**src/rtl/kbd_matrix_scan.sv**
```systemverilog
// 4x4 active-low keypad scanner with per-key debounce for press and release.
// Optional auto-repeat of the held key is built when KBD_REPEAT_EN is defined.
module kbd_matrix_scan #(
    parameter int SCAN_DIV   = 50000,
    parameter int DEBOUNCE_N = 20,
    parameter int REPEAT_DLY = 500,
    parameter int REPEAT_PER = 100
) (
    input  logic       clk,
    input  logic       rst,
    input  logic [3:0] col_in,
    output logic [3:0] row_out,
    output logic [3:0] key_code,
    output logic       key_valid,
    output logic       key_down
);

    localparam int DIV_W = (SCAN_DIV > 2) ? $clog2(SCAN_DIV) : 1;
    localparam logic [DIV_W-1:0] DIV_LAST = DIV_W'(SCAN_DIV - 1);
    localparam logic [7:0] DBC_N = 8'(DEBOUNCE_N);

    localparam logic [1:0] ST_SCAN     = 2'd0;
    localparam logic [1:0] ST_DEBOUNCE = 2'd1;
    localparam logic [1:0] ST_HELD     = 2'd2;

    if (SCAN_DIV < 4 || DEBOUNCE_N < 2 || DEBOUNCE_N > 255 ||
        REPEAT_DLY < 1 || REPEAT_PER < 1) begin : g_bad_param
        $error("kbd_matrix_scan: parameter out of range");
    end

    logic [3:0]       sync1_q, col_s_q;
    logic [DIV_W-1:0] div_q;
    logic             tick;
    logic [1:0]       state_q, state_d;
    logic [1:0]       row_q, row_d;
    logic [1:0]       col_q, col_d;
    logic [7:0]       dbc_q, dbc_d, dbc_inc;
    logic [3:0]       code_q, code_d;
    logic             valid_q, valid_d;
    logic             down_q, down_d;
    logic             col_single, col_clear;
    logic [1:0]       col_idx;

    assign tick    = (div_q == DIV_LAST);
    assign dbc_inc = (dbc_q == 8'hFF) ? dbc_q : dbc_q + 8'd1;

    // Ghosted samples (two or more low columns) are neither single nor clear.
    always_comb begin
        col_single = 1'b1;
        col_idx    = 2'd0;
        col_clear  = (col_s_q == 4'b1111);
        case (col_s_q)
            4'b1110: col_idx = 2'd0;
            4'b1101: col_idx = 2'd1;
            4'b1011: col_idx = 2'd2;
            4'b0111: col_idx = 2'd3;
            default: col_single = 1'b0;
        endcase
    end

`ifdef KBD_REPEAT_EN
    localparam logic [15:0] REP_DLY_C = 16'(REPEAT_DLY);
    localparam logic [15:0] REP_PER_C = 16'(REPEAT_PER);
    logic [15:0] rep_q, rep_d;
`endif

    always_comb begin
        state_d = state_q;
        row_d   = row_q;
        col_d   = col_q;
        dbc_d   = dbc_q;
        code_d  = code_q;
        valid_d = 1'b0;
        down_d  = down_q;
`ifdef KBD_REPEAT_EN
        rep_d   = rep_q;
`endif
        if (tick) begin
            case (state_q)
                ST_SCAN: begin
                    if (col_single) begin
                        col_d   = col_idx;
                        dbc_d   = 8'd1;
                        state_d = ST_DEBOUNCE;
                    end else begin
                        row_d = row_q + 2'd1;
                    end
                end
                ST_DEBOUNCE: begin
                    if (col_single && col_idx == col_q) begin
                        dbc_d = dbc_inc;
                        if (dbc_inc >= DBC_N) begin
                            code_d  = {row_q, col_q};
                            valid_d = 1'b1;
                            down_d  = 1'b1;
                            dbc_d   = 8'd0;
                            state_d = ST_HELD;
`ifdef KBD_REPEAT_EN
                            rep_d   = REP_DLY_C;
`endif
                        end
                    end else begin
                        dbc_d   = 8'd0;
                        row_d   = row_q + 2'd1;
                        state_d = ST_SCAN;
                    end
                end
                ST_HELD: begin
                    dbc_d = col_clear ? dbc_inc : 8'd0;
                    if (col_clear && dbc_inc >= DBC_N) begin
                        down_d  = 1'b0;
                        dbc_d   = 8'd0;
                        row_d   = row_q + 2'd1;
                        state_d = ST_SCAN;
                    end
`ifdef KBD_REPEAT_EN
                    // Repeat timing runs from the press strobe, independent of bounces.
                    else if (rep_q <= 16'd1) begin
                        valid_d = 1'b1;
                        rep_d   = REP_PER_C;
                    end else begin
                        rep_d = rep_q - 16'd1;
                    end
`endif
                end
                default: begin
                    dbc_d   = 8'd0;
                    state_d = ST_SCAN;
                end
            endcase
        end
    end

    always_ff @(posedge clk or posedge rst) begin
        if (rst) begin
            sync1_q <= 4'b1111;
            col_s_q <= 4'b1111;
            div_q   <= '0;
            state_q <= ST_SCAN;
            row_q   <= 2'd0;
            col_q   <= 2'd0;
            dbc_q   <= 8'd0;
            code_q  <= 4'h0;
            valid_q <= 1'b0;
            down_q  <= 1'b0;
        end else begin
            sync1_q <= col_in;
            col_s_q <= sync1_q;
            div_q   <= tick ? '0 : div_q + DIV_W'(1);
            state_q <= state_d;
            row_q   <= row_d;
            col_q   <= col_d;
            dbc_q   <= dbc_d;
            code_q  <= code_d;
            valid_q <= valid_d;
            down_q  <= down_d;
        end
    end

`ifdef KBD_REPEAT_EN
    always_ff @(posedge clk or posedge rst) begin
        if (rst) begin
            rep_q <= 16'd0;
        end else begin
            rep_q <= rep_d;
        end
    end
`endif

    assign row_out   = ~(4'b0001 << row_q);
    assign key_code  = code_q;
    assign key_valid = valid_q;
    assign key_down  = down_q;

endmodule

```
**config.mk**
```make
export PLATFORM = sky130hd
export DESIGN_NAME = kbd_matrix_scan
export DESIGN_NICKNAME = d
export VERILOG_FILES = /design/src/rtl/kbd_matrix_scan.sv
export SDC_FILE = /design/constraint.sdc
export NUM_CORES = 1
export LEC_CHECK = 0
export BUFFER_PORTS_ARGS = -buffer_cell sky130_fd_sc_hd__buf_2
export CAP_MARGIN = 5
export CORE_MARGIN = 2
export CORE_UTILIZATION = 40
export CTS_BUF_LIST = sky130_fd_sc_hd__clkbuf_8
export DETAILED_ROUTE_END_ITERATION = 16
export PLACE_DENSITY_LB_ADDON = 0.15
export SLEW_MARGIN = 10
export SYNTH_ARGS = -nofsm -noshare
export SYNTH_HDL_FRONTEND = slang
export SYNTH_SLANG_ARGS = --single-unit
export TNS_END_PERCENT = 1
```
**constraint.sdc**
```tcl
create_clock -name clk -period 3.1 [get_ports clk]
set_input_delay 0.93 -clock clk [delete_from_list [all_inputs] [get_ports clk]]
set_output_delay 0.93 -clock clk [all_outputs]
set_load 0.05 [all_outputs]
```
Word level (Yosys, flattened, before mapping). Cells that the tools add are included. W data, S select, Z words.

Register bits after elaboration: 44.

$add $sub $neg: 3. Order comparisons: 1. Equal/unequal tests: 17. Shift operators: 1. Multiplexer cells: 27. Bitwise gates (word level): 1. Reductions and logical operators: 12.

Operator list (number): $mux W8 (6); $pmux W8 S3 (1); $pmux W2 S3 (3); $add A16 B1 Y16 const B (1); $eq A16 B16 Y1 const B (1); $eq A4 B4 Y1 const B (4); $mux W16 (1); $mux W2 (7); $ne A2 B2 Y1 const B (6); $reduce_and A5 Y1 (2); $add A8 B1 Y8 const B (1); $eq A8 B8 Y1 const B (1); $ge A8 B5 Y1 const B (1); $mux W1 (8); $reduce_and A4 Y1 (2); $eq A4 B3 Y1 const B (1); $not A4 Y4 (1); $reduce_or A4 Y1 (1); $shl A1 B2 Y4 const A (1); $ne A3 B3 Y1 const B (1); $reduce_and A3 Y1 (1); $reduce_bool A3 Y1 (1); $add A2 B1 Y2 const B (1); $eq A2 B1 Y1 const B (1); 7 further kinds (8).

Depth between registers and ports, before layout.
Depth in word-level cells: 7. Mapped depth: 7. Gate-level depth less buffers: 6.

Worst setup path after synthesis. Ideal clock, no wire load.

Path type: register to register. Start: register col_s_q[2]. End: register code_q[0], in the netlist key_code[0]. Library setup time: 0.128 ns. Data arrival time: 1.843 ns. Required time: 2.972 ns. Setup slack: 1.129 ns. Cell stages (with the launch flop): 7. Path buffers: 1. Cell sequence: dfstp_2 > buf_2 > or3b_1 > a211oi_2 > o31a_4 > nand3b_4 > mux2_1.

Word-level cells in the longest chain between the ends: 5.

Ends and longest elaborated chain: from (decl) (RTL line 31) `logic [3:0] sync1_q, col_s_q;`; from (signal assigned) (RTL line 148) `col_s_q <= sync1_q;`; $eq A4 B3 Y1 or $eq A4 B4 Y1 (tied branches) (RTL line 52) `case (col_s_q)`; $pmux W2 S3 or $reduce_or A4 Y1 (tied branches); $eq A2 B2 Y1 or $mux W1 (tied branches) (RTL line 90, 52); $logic_and A1 B1 Y1 * (RTL line 90) `if (col_single && col_idx == col_q) begin`; $reduce_and A4 Y1 (no line) *; to (signal assigned) (RTL line 154) `code_q <= code_d;`; to (decl) (RTL line 38) `logic [3:0] code_q, code_d;`.

Every way passes the cells marked *; elsewhere a longest branch is shown, timed or not. A chain may end at the register's enable or synchronous reset.

Worst setup path after layout.
Start: register row_q[0]. End: output row_out[0].

Word-level cells in the longest chain between the ends: 2.

Ends and longest elaborated chain: from (decl) (RTL line 35) `logic [1:0] row_q, row_d;`; from (signal assigned) (RTL line 151) `row_q <= row_d;`; $shl A1 B2 Y4 (RTL line 170) `assign row_out = ~(4'b0001 << row_q);`; $not A4 Y4 (RTL line 170); to (decl) (RTL line 12) `output logic [3:0] row_out,`.

No other way between the ends.

==> results.cfg <==
[setup_path]
timing.rr.start = dbc_q[0]$_DFFE_PP0P_
worstSetupStartpointType = flip-flop
worstSetupPathType = flip-flop to primary output
crit_fanout = 7
r2r_cells = 6
crit_chain = inv_1, ha_1, inv_1, buf_2
worst-path-buf-inv = 3
critPathCaptureType = primary output
r2r_slack_ns = 0.89
critPathMaxStageDelay_ns = 0.48
critPathSlowestCell = dfrtp_1
crit_arrival_ns = 1.35
cp_data_required_time_ns = 2.17
cpLargestDelayFamily = flip-flops
r2r_end = dbc_q[1]$_DFFE_PP0P_
cp_common_cell = inv_1

[floorplan]
pin_count = 16
fp.coreArea_um2 = 5470
die_w_um = 79.0
start_util = 0.412
fp-row-count = 27
die_area_um2 = 6250
fp.dieH_um = 79.0

[hold_path]
hp-start = sync1_q[1]$_DFF_PP1_
whs_endpoint = col_s_q[1]$_DFF_PP1_
hold_depth = 0
min_path_type = flip-flop to flip-flop

[synthesis]
synth-seq-area-share = 0.493
synth_nets = 214
async_flop_share = 1.00
synth_edf_count = 0
synth_seq_cells = 44
ys.flop_type = dfrtp_1
synth_area_per_cell_um2 = 11.1
synth_cell_types = 57
synthesis.instances = 202
ys_warn_count = 0
synth_area_um2 = 2250

[placed_design]
routabilityCongestion = 0.776
place_inst = 284
dp_hpwl_um = 2740
io_buffers = 15
dpl_cell_area_um2 = 2390

[global_routing]
grt_start_max_net_pins = 45
antenna_found_initial = 0
grt_pass1_wl_um = 6800
track_usage = 0.139
grt_pass1_vias = 1468
grt.overflow.total = 0

[timing]
min_period_ns = 2.28
finalMaxSlewViolations = 0
setup_viol = 0
min_period_over_period = 0.736
fmax_ghz = 0.438
clock_skew_ns = 0.00448
tightestPinTransition_ns = 0.911
timing.hold.ws_ns = 0.357
rsz0062_at_grt = false
tns_ns = 0
hold_viol = 0
slew-limit-headroom = 0.392

[clock_network]
cts_resized = 0
ctsHoldBuffers = 0
clk_pin_slew_worst_paths_ns = 0.08
clk_latency_ns = 0.29
cts_tree = built
cts_buffers = 5
cts_root_buf = clkbuf_8
postCtsSetupBuffers = 0
cts.sinks = 44
clk_path_buf_depth = 2
h-tree-depth = 2

[cells_and_area]
diodes = 0
fin_area_um2 = 2510
drive_gt1_frac = 0.214
nets = 231
syn2layout_area_growth_pct = 11.3
instances_no_fill = 292

[detailed_routing]
post_drt_wl_per_cell_um = 13.6
drc_errors = 0
via_per_inst = 5.17
drtAntennaViolNets = 0
dr.pass1.iters = 4
vias = 1509
initialDrtViolationCount = 62
routed_wl_um = 3960

[power_and_ir_drop]
powerDensity_nw_per_um2 = 424
max-vdd-ir-drop_uv = 200
leakage_nw = 1.21

[job]
cap_violations = 0

[status]
status = finished clean
-- cell usage in the layout (no fill, tap or decap), types with 6 or more instances in the layout --
cell type,instances
dfstp_2,8
inv_1,15
nand3_1,6
nand4_1,6
clkbuf_8,6
xnor2_1,7
xor2_1,10
buf_2,15
dfrtp_1,36
nand2_1,9
ha_1,6
nor2_1,20
-- cell families after synthesis --
family	Yosys count	share of synthesized area
AOI/OAI and AO/OA	36	0.142
xor gates and xnor gates	17	0.0661
adders and majority gates	6	0.0333
buffers and inverters	23	0.0433
DFF	44	0.493
muxes	6	0.0294
and+or+nand+nor	70	0.193
-- registers in the layout (all words and copies together), names as in the netlist, 2 cells and up --
signal	count
col_q	2
col_s_q	4
dbc_q	8
div_q	16
key_code	4
row_q	2
state_q	2
sync1_q	4
-- layer usage --
| metal | up-vias | track usage | share of wire |
|---|---|---|---|
| li1 | 750 | - | - |
| met1 | 732 | 0.194 | 0.51 |
| met2 | 21 | 0.214 | 0.45 |
| met3 | 6 | 0.0307 | 0.028 |
| met4 | 0 | 0.0466 | 0.015 |
| met5 | - | 0 | 0 |
-- metrics by stage --
| step | utilization | worst slack (ns) | power, mW |
|---|---|---|---|
| global placement | 0.437 | 0.902 | 0.627 |
| CTS | 0.458 | 0.793 | 1.08 |
| finish | 0.458 | 0.818 | 1.06 |
| detailed placement | 0.437 | 0.925 | 0.628 |
| global route | 0.458 | 0.692 | 1.11 |
| floorplan | - | 1.13 | 0.620 |
-- final cells by class --
class	count	area, um^2
Inverter	17	63.8
Timing Repair Buffer	16	82.6
Tap cell	72	90.1
Clock inverter	2	33.8
Multi-Input combinational cell	135	1040
Fill cell	522	2970
Clock buffer	6	82.6
Sequential cell	44	1110
-- worst max path at each step --
stage	from	end	slack (ns)	cells past startpoint
2_1_floorplan	col_s_q[2]$_DFF_PP1_	key_code[0]$_DFFE_PP0P_	1.13	6
3_3_place_gp	dbc_q[0]$_DFFE_PP0P_	key_code[2]$_DFFE_PP0P_	0.90	6
3_5_place_dp	dbc_q[1]$_DFFE_PP0P_	dbc_q[1]$_DFFE_PP0P_	0.92	6
4_1_cts	row_q[0]$_DFFE_PP0P_	row_out[2]	0.79	4
5_1_grt	dbc_q[0]$_DFFE_PP0P_	dbc_q[1]$_DFFE_PP0P_	0.69	6
6_report	row_q[0]$_DFFE_PP0P_	row_out[0]	0.82	4
-- report_power, final --
part	total, mW	switching [mW]	internal (mW)
combinational	0.0263	0.0183	0.00804
clock	0.447	0.187	0.259
sequential	0.589	0.00625	0.583
-- Yosys cell counts, types with 4 or more instances --
master	number	share of area
ha_1	6	0.033
mux2_1	5	0.025
xor2_1	10	0.039
nor2_1	20	0.033
a21oi_1	4	0.0089
nand4_1	6	0.017
inv_1	16	0.027
nand2_1	9	0.015
nand3_1	6	0.013
xnor2_1	7	0.027
dfrtp_1	36	0.40
dfstp_2	8	0.093
(Power assumes the default switching activity.)
